### config.mk
export PLATFORM = sky130hd
export DESIGN_NAME = if_fetch_ctrl
export DESIGN_NICKNAME = d
export VERILOG_FILES = /design/src/rtl/if_fetch_ctrl.sv
export SDC_FILE = /design/constraint.sdc
export NUM_CORES = 1
export LEC_CHECK = 0
export ABC_AREA = 1
export CORE_MARGIN = 5
export CORE_UTILIZATION = 30
export CTS_BUF_LIST = sky130_fd_sc_hd__clkbuf_2 sky130_fd_sc_hd__clkbuf_4 sky130_fd_sc_hd__clkbuf_8
export DETAILED_ROUTE_END_ITERATION = 10
export PLACE_DENSITY = 0.58
export SYNTH_ARGS = -nofsm -noshare
export SYNTH_HDL_FRONTEND = slang
export SYNTH_SLANG_ARGS = --single-unit
### constraint.sdc
create_clock -name clk -period 15.4 [get_ports clk]
set_clock_uncertainty 0.15 [all_clocks]
set_input_delay 4.62 -clock clk [delete_from_list [all_inputs] [get_ports clk]]
set_output_delay 4.62 -clock clk [all_outputs]
set_load 0.01 [all_outputs]
### src/rtl/if_fetch_ctrl.sv
// Instruction fetch controller: drives the PC register, issues instruction-memory
// requests and buffers returned words in a 2-entry queue toward decode.
module if_fetch_ctrl #(
    parameter int unsigned  N        = 32,
    parameter logic [N-1:0] RESET_PC = '0
) (
    input  logic         clk,
    input  logic         rst,
    output logic [N-1:0] pc_next,
    output logic         pc_load,
    output logic         imem_req,
    output logic [N-1:0] imem_addr,
    input  logic         imem_ack,
    input  logic [31:0]  imem_rdata,
    input  logic         redirect,
    input  logic [N-1:0] redirect_target,
    output logic         inst_valid,
    output logic [31:0]  inst_out,
    output logic [N-1:0] inst_pc,
    input  logic         dec_ready
);

    typedef enum logic [1:0] {
        START,
        REQ,
        BLOCK,
        DROP
    } state_e;

    state_e       state_q, state_d;
    logic [N-1:0] fa_q;
    logic [N-1:0] drop_addr_q;

    logic [31:0]  q_inst_q [2];
    logic [N-1:0] q_pc_q   [2];
    logic         rd_ptr_q, wr_ptr_q;
    logic [1:0]   cnt_q, cnt_d;

    logic         accept;
    logic         enq;
    logic         deq;

    // Redirect flushes the queue, so it also suppresses the dequeue in that cycle.
    assign accept     = (state_q == REQ) && imem_ack && !redirect;
    assign enq        = accept;
    assign inst_valid = (cnt_q != 2'd0);
    assign deq        = inst_valid && dec_ready && !redirect;
    assign inst_out   = q_inst_q[rd_ptr_q];
    assign inst_pc    = q_pc_q[rd_ptr_q];

    always_comb begin
        if (redirect) begin
            cnt_d = 2'd0;
        end else begin
            cnt_d = cnt_q + {1'b0, enq} - {1'b0, deq};
        end
    end

    // State register
    always_ff @(posedge clk or posedge rst) begin
        if (rst) begin
            state_q <= START;
        end else begin
            state_q <= state_d;
        end
    end

    // Next-state logic
    always_comb begin
        state_d = state_q;
        unique case (state_q)
            START: state_d = REQ;
            REQ: begin
                if (redirect) begin
                    state_d = imem_ack ? REQ : DROP;
                end else if (imem_ack) begin
                    state_d = (cnt_d <= 2'd1) ? REQ : BLOCK;
                end
            end
            BLOCK: begin
                if (redirect || deq) begin
                    state_d = REQ;
                end
            end
            DROP: begin
                if (imem_ack) begin
                    state_d = REQ;
                end
            end
            default: state_d = START;
        endcase
    end

    // Output logic
    always_comb begin
        imem_req  = (state_q == REQ) || (state_q == DROP);
        imem_addr = (state_q == DROP) ? drop_addr_q : fa_q;
        pc_load   = !rst && (redirect || accept);
        pc_next   = redirect ? {redirect_target[N-1:2], 2'b00} : fa_q + N'(4);
    end

    always_ff @(posedge clk or posedge rst) begin
        if (rst) begin
            fa_q        <= RESET_PC;
            drop_addr_q <= '0;
        end else begin
            if (pc_load) begin
                fa_q <= pc_next;
            end
            if ((state_q == REQ) && redirect && !imem_ack) begin
                drop_addr_q <= fa_q;
            end
        end
    end

    always_ff @(posedge clk or posedge rst) begin
        if (rst) begin
            for (int unsigned i = 0; i < 2; i++) begin
                q_inst_q[i] <= '0;
                q_pc_q[i]   <= '0;
            end
            rd_ptr_q <= 1'b0;
            wr_ptr_q <= 1'b0;
            cnt_q    <= 2'd0;
        end else begin
            cnt_q <= cnt_d;
            if (redirect) begin
                rd_ptr_q <= 1'b0;
                wr_ptr_q <= 1'b0;
            end else begin
                if (enq) begin
                    q_inst_q[wr_ptr_q] <= imem_rdata;
                    q_pc_q[wr_ptr_q]   <= fa_q;
                    wr_ptr_q           <= ~wr_ptr_q;
                end
                if (deq) begin
                    rd_ptr_q <= ~rd_ptr_q;
                end
            end
        end
    end

endmodule

# Word-level counts from Yosys, hierarchy flattened
# Index checks and enable logic that the tools add are counted.
# totals
regBits,198
inputBits,69
output_inout_bits,131
# op_classes
add_sub_neg,3
magnitude_cmp,4
n_eq_ne,6
n_mux,24
n_bitwise,5
reduce_logical,20
# op_table
op,n
32-bit two-way mux,9
64-bit bitwise mux,2
"32-bit by 3-bit adder with 32-bit output, second input constant",1
32-bit demux with 1-bit select,1
2-bit two-way mux,7
1-bit logical AND,8
2-bit one-hot mux with 4 select lines,1
2-bit nonzero test,3
"2-bit equality test, second input constant",2
"2-bit >= comparator, second input constant",2
1-bit two-way mux,4
"2-bit != test, second input constant",2
1-bit inverter with 2-bit output,2
1-bit logical NOT,3
1-bit logical OR,3
"3-bit != test, second input constant",1
1-bit inverter,3
3-bit AND reduction,1
2-bit by 1-bit adder with 2-bit output,1
"2-bit by 1-bit equality test with 1-bit output, second input constant",1
"2-bit by 1-bit <= comparator with 1-bit output, second input constant",1
2-bit logical NOT,1
"2-bit by 1-bit less-than comparator with 1-bit output, second input constant",1
2-bit AND reduction,1
2-bit by 1-bit subtractor with 2-bit output,1

# Depth between registers and ports, before layout
# Gate-level depths: netlist of run 1.
# logic_depth
depth_word,11
ltp_mapped,16
depth_no_buf,16

# Worst setup path before layout of run 1
# No wires, ideal clock.
# synth_timing
path_type,input port to output port
from,input port rst
to,output port pc_load
arrival_time_ns,9.770
required_time_ns,10.630
path_slack_ns,0.860
stages,4
path_buffers,1
cell_sequence,inv_1 -> nand2_1 -> inv_2 -> buf_2
# synth_between
elab_chain_cells,2
# synth_rtl
element,line,text
from (decl),8,"input logic rst,"
1-bit logical NOT (no source line),-,
1-bit logical AND,98,pc_load = !rst && (redirect || accept);
to (decl),10,"output logic pc_load,"
# No other way between the ends.

# Worst setup path in the final report of run 1
# Ends and elaborated chain as after synthesis.

==> results of run 1 <==
==> routing by layer <==
layer | vias up | GRT usage, %
met5 | - | 0
met2 | 231 | 23.7
met1 | 4053 | 22.4
met4 | 0 | 4.06
met3 | 27 | 3.78
li1 | 4415 | -
==> cell type report <==
| type | instances | share of cell area (%) |
|---|---|---|
| multi-input cells | 944 | 33.6 |
| clock inverters | 10 | 0.761 |
| well taps | 442 | 4.43 |
| flip-flops and latches | 198 | 39.7 |
| repair buffers | 205 | 16.3 |
| clock buffers | 22 | 2.37 |
| inverters | 93 | 2.85 |
==> power by group through the flow <==
stage                     Sequential [W]  Combinational (W)  Clock (W)
after CTS                       0.000863            0.00109   0.000353
final                           0.000864            0.00107   0.000337
after global placement          0.000866            0.00108          0
after floorplan                 0.000842           0.000586          0
after global routing            0.000893            0.00120   0.000372
after detailed placement        0.000873            0.00109          0
==> worst max path at each step <==
stage                   end  startpoint  depth (start not counted)  slack [ns]
finish              pc_load         rst                          5        2.77
CTS                 pc_load         rst                          5        2.68
global route        pc_load         rst                          5        2.42
floorplan           pc_load         rst                          4        0.86
detailed placement  pc_load         rst                          5        2.69
global placement    pc_load         rst                          5        2.67
==> worst min-delay path: cells and delay by family (launching register included) <==
kind               cells  cell delay [ns]
DFF                    1             0.35
and+or+nand+nor        1             0.05
AOI/OAI and AO/OA      1             0.06
==> placed cells by master (no fill, tap or decap), drive strengths merged, types with 5 or more instances in the layout <==
master / count
a21boi: 5
a21oi: 38
and2: 14
buf: 8
clkbuf: 22
clkdlybuf4s50: 197
clkinv: 5
dfrtp: 198
inv: 95
nand2: 520
nand3: 54
nor2: 94
o21ai: 184
or2: 21
==> stage by stage <==
stage	power [W]	utilization, %	hold WS [ns]	instance area (sq um)	setup WS, ns
after floorplan	0.00143	-	0.303	9890	0.860
after global placement	0.00195	37.2	0.315	12100	2.67
after detailed placement	0.00196	37.2	0.324	12100	2.69
after CTS	0.00231	38.4	0.349	12500	2.68
after global routing	0.00246	38.4	0.362	12500	2.42
final	0.00227	38.4	0.343	12500	2.77
==> sequential cells by signal, summed over array words and instances (netlist names) <==
name	cells
fa_q	32
rd_ptr_q	1
wr_ptr_q	1
state_q	2
drop_addr_q	32
q_pc_q	64
q_inst_q	64
cnt_q	2
==> cell families after synthesis <==
group | count (synthesis)
and+or+nand+nor | 706
buffers and inverters | 163
adders and majority gates | 3
xor gates and xnor gates | 3
AOI/OAI and AO/OA | 232
DFF | 198
==> reports/summary.txt, run 1 <==
Status: finished, final reports clean
Register area: 4960 sq um
Worst hold start: q_inst_q[28]
Critical path's top delay family: buffers and inverters
I/O Pins: 200
Yosys Warn Count: 0
Leakage power: 5.96 nW
Post-Syn Area: 9890 sq um
Final Routed Wirelength: 28500 um
Worst R2R End: fa_q[13]
Post-CTS Resized: 0
Routed WL per cell: 14.9 um
Slew @ Worst Pin: 1.08 ns
Largest stage delay, worst path: 0.75 ns
Leading area contributor after synthesis: dfrtp_1
Switch share: 39.6%
TritonCTS clock tree: yes
Core Box Area: 32500 sq um
WS Path Type: in -> out
# placed instances: 1882
Reg2reg start: state_q[1]
Initial DRC Count: 632
Maxcap violations: 0
Max Clk Rate: 79.2 MHz
IO buf count: 197
Vias per inst: 4.56
Metal-1 WL: 14000 um
Setup_tns: 0 ns
First-pass GRT wire length: 45500 um
Net switching power: 0.000902 W
Gr usage total: 15.6%
Synth top area share: 50.1%
Drc violations: 0
Most frequent CP cell: clkdlybuf4s50_1
Drt first pass iters: 7
Die X: 192 um
CP bufs+invs: 4
Cell depth of the worst hold path: 2
Slew headroom: 28.2%
Register-to-register setup slack: 12.83 ns
CP max-delay cell: inv_2
Top Metal Used: met4
Critical Path RT: 10.63 ns
Clock Latency Late Sink: 0.48 ns
Number of synthesized flops with an enable pin: 0
HPWL after DPL: 20100 um
Most common cell in the synthesized netlist: nand2_1
Worst Hold End: q_inst_q[28]
Fin crit share: 82.0%
Max Transition Viols Final: 0
Min Tclk post-route: 12.63 ns
Vias in the first global route: 8352
Footprint of the multi-input gates: 4200 sq um
H-Tree Depth: 4
Critical path arrival: 7.86 ns
Crit. End Element: output pin
Hold Vio Cnt, Final: 0
PwrDens: 182 nW/um^2
Flop pwr share: 38.0%
Routed vias: 8726
RSZ-0062 raised after global routing: false
RePlAce Congestion: 0.875
Area contributors post-synth: dfrtp_1, nand2_1, o21ai_1
Crit start category: primary input
# hold bufs at CTS: 0
Sequential area share after synthesis: 50.1%
Synth Flop Type: dfrtp_1
Int Pwr: 0.00137 W
Combinational Power Share: 47.2%
Root buffer cell: clkbuf_8
Synth top cells by count: nand2_1, dfrtp_1, o21ai_1
Met3 wire length: 1750 um
Largest net degree at the start of global routing: 105
Syn_nets: 1377
Worst-path cell chain: clkdlybuf4s50_1 > inv_8 > nand2_1 > inv_2 > clkdlybuf4s50_1
Clk sink count: 198
Min-delay worst type: reg -> reg
Initial Util: 30.4%
TritonCTS Buffers: 17
Non-filler cells, final: 1914
Multiplexer share of the synthesized area: 0%
Mean Syn Cell Area: 7.58 sq um
Diodes inserted: 0
Routed wl met2: 12300 um
Clock Power Share: 14.8%
Unique masters post-synth: 35
Peak supply drop: 0.0692 mV
Critical path fanouts, max: 104
Post-detailed-route count of antenna-violating nets: 0
FF+latch count, synth: 198
Final Setup Violations: 0
Post-Synth Adder-Cell Area: 0.380%
Synthesis-to-finish area growth: 26.4%
Initial antenna violation count: 0
Rows: 66
Layout fillers: 3488
Buffers from clock root to sink, at most: 2
Post-Synth Simple-Gate Area: 29.5%
Layout cells sized above 1: 6.52%
Final nets: 1531
Largest family of logic cells by synthesized area: simple AND/OR/NAND/NOR gates
Worst r2r path cells: 7
Global route overflow: 0
Xor and xnor area share after synthesis: 0.342%
Die Ht: 192 um
Die area: 36700 sq um
Clk pin slew, worst setup/hold paths: 0.09 ns
# Post-CTS Setup Buffers: 0
Synth Area in Compound Gates: 12.0%
Post-synthesis instance total: 1305
FFs w/ async S/R, synth: 100%
No activity file was read; power rests on OpenSTA's default activity.
==> run 2, diff against run 1 <==
PLACE_DENSITY = 0.6   (was 0.58)
clock period = 10.5 ns   (was 15.4 ns; I/O delays follow)
==> run 2 against run 1 <==
- register-to-register slack lost 4.8 ns
- critical path depth rose by 3
- sequential power rose by 47%
- final area increased by 0.30%
- critical endpoint unchanged
- sequential cell count stayed put
- final cell count hardly changed
- total power up 48%
- non-clock buffer count is 1 higher
- clock power is 54% higher
- combinational power grew 47%
==> reports/summary.txt, run 2 (synthesized netlist as in run 1, its figures left out) <==
Status: finished, final reports clean
Setup WS pre-CTS: 1.60 ns (-1.09 ns)
I/O Pins: 200 (unchanged)
PwrDens: 268 nW/um^2 (+47%)
IO buf count: 197 (unchanged)
Maxcap violations: 0 (unchanged)
First-pass GRT wire length: 46100 um (+1.3%)
Global route overflow: 0 (unchanged)
Critical path arrival: 5.57 ns (-2.29 ns)
Diodes inserted: 0 (unchanged)
Vias in the first global route: 8373 (+0.25%)
Post-detailed-route count of antenna-violating nets: 0 (unchanged)
Total Power: 0.00336 W (+48%)
Routed vias: 8777 (+0.58%)
Die Ht: 192 um (unchanged)
Clk sink count: 198 (unchanged)
Biggest regs: q_inst_q: 64 flops, q_pc_q: 64 flops
Initial DRC Count: 648 (+2.5%)
RePlAce Congestion: 0.903 (+3.2%)
Die area: 36700 sq um (unchanged)
Slew headroom: 27.0% (-1.2 points)
Routed WL per cell: 15.1 um (+0.98%)
Max Clk Rate: 113 MHz
Vias per inst: 4.58 (+0.53%)
Gr usage total: 15.9% (+0.28 points)
Commonest non-fill, non-tap cells in the layout: nand2_1, dfrtp_1, clkdlybuf4s50_1
Buffers from clock root to sink, at most: 2 (unchanged)
HPWL after DPL: 20100 um (about the same)
Largest net degree at the start of global routing: 171 (+63%)
RSZ-0062 raised after global routing: false
Flop pwr share: 37.7% (-0.3 points)
Root buffer cell: clkbuf_8
# hold bufs at CTS: 0 (unchanged)
Leakage power: 5.97 nW (+0.21%)
TritonCTS clock tree: yes
Critical path fanouts, max: 61 (-41%)
TritonCTS Buffers: 17 (unchanged)
Crit start category: primary input
Most common cell after layout, fill and taps aside: nand2_1
Layout cells sized above 1: 6.59% (+0.063 points)
WS Path Type: in -> out
PnR worst setup slack: 1.63 ns (-1.15 ns)
Min-delay worst type: reg -> reg
Min Tclk post-route: 8.87 ns
Fin crit share: 84.5%
Crit. End Element: output pin
Initial antenna violation count: 0 (unchanged)
# Post-CTS Setup Buffers: 0 (unchanged)
Final Setup Violations: 0 (unchanged)
Clock Latency Late Sink: 0.47 ns (about the same)
Drc violations: 0 (unchanged)
Slew @ Worst Pin: 1.09 ns (+0.0147 ns)
Fin util: 38.5% (+0.12 points)
Synthesis-to-finish area growth: 26.7%
Switch share: 39.3% (-0.30 points)
Die X: 192 um (unchanged)
Setup_tns: 0 ns (unchanged)
Drt first pass iters: 5 (-2)
Clk pin slew, worst setup/hold paths: 0.10 ns (about the same)
Hold Vio Cnt, Final: 0 (unchanged)
Net switching power: 0.00132 W (+47%)
Max Transition Viols Final: 0 (unchanged)
Int Pwr: 0.00204 W (+49%)
Clock Power Share: 15.5% (+0.7 points)
Rows: 66 (unchanged)
Post-CTS Resized: 0 (unchanged)
Core Box Area: 32500 sq um (unchanged)
Combinational Power Share: 46.8% (-0.4 points)
Peak supply drop: 0.0934 mV (+35%)
Initial Util: 30.4% (unchanged)
Final nets: 1532 (+0.065%)
Critical Path RT: 7.20 ns (-3.43 ns)
H-Tree Depth: 4 (unchanged)
Final Routed Wirelength: 28800 um (+1.0%)
run 2: changes by cell type in the layout (fill, tap and decap cells not counted):
| cell | delta |
|---|---|
| buf_12 | +1 |
| bufinv_16 | +1 |
| inv_6 | +1 |
| inv_8 | -1 |
| clkbuf_8 | -1 |
| clkinv_4 | -1 |
| clkinv_2 | -2 |
| clkinvlp_4 | +1 |
| clkbuf_4 | +2 |
run 2: stage by stage:
step	std cells	hold WS (ns)	cell area [sq um]
after global routing	1915	0.367	12500
final	1915	0.344	12500
after floorplan	1305	0.303	9890
after detailed placement	1883	0.324	12100
after CTS	1915	0.346	12500
after global placement	1883	0.316	12100
run 2: power groups by stage:
stage               registers (W)  logic, W  clock network, W
floorplan                 0.00124  0.000859                 0
detailed placement        0.00128   0.00160                 0
CTS                       0.00127   0.00160          0.000548
finish                    0.00127   0.00157          0.000520
global route              0.00131   0.00176          0.000575
global placement          0.00127   0.00158                 0
run 2: metal layers:
layer	track usage, %	part of all wire (%)	vias up
li1	-	-	4404
met1	23.3	50	4078
met2	23.3	42	262
met3	3.41	5.5	33
met4	5.28	2.6	0
met5	0	0	-
run 2: final timing paths:
kind	from	endpoint	slack, ns	cells past startpoint
setup / recovery	redirect	pc_load	1.63	8
hold / removal	q_pc_q[51]	q_pc_q[51]	0.34	2
setup reg to reg	state_q[1]	state_q[1]	8.05	15
hold reg to reg	q_pc_q[51]	q_pc_q[51]	0.34	2
max in group asynchronous	rst	q_inst_q[38]	5.83	4
min in group asynchronous	rst	q_inst_q[31]	3.10	3
run 2: critical path: stages:
cell,delay [ns]
clkdlybuf4s50_1,0.39
buf_4,0.20
inv_2,0.72
nand2_1,0.15
nand2_1,0.10
buf_4,0.28
inv_2,0.07
clkdlybuf4s50_1,0.48
run 2: final cells by class:
cell class	instances	area, sq um
Fill cell	3456	20000
Sequential cell	198	4960
Tap cell	442	553
Inverter	93	353
Multi-Input combinational cell	944	4200
Clock buffer	23	298
Timing Repair Buffer	206	2050
Clock inverter	9	115
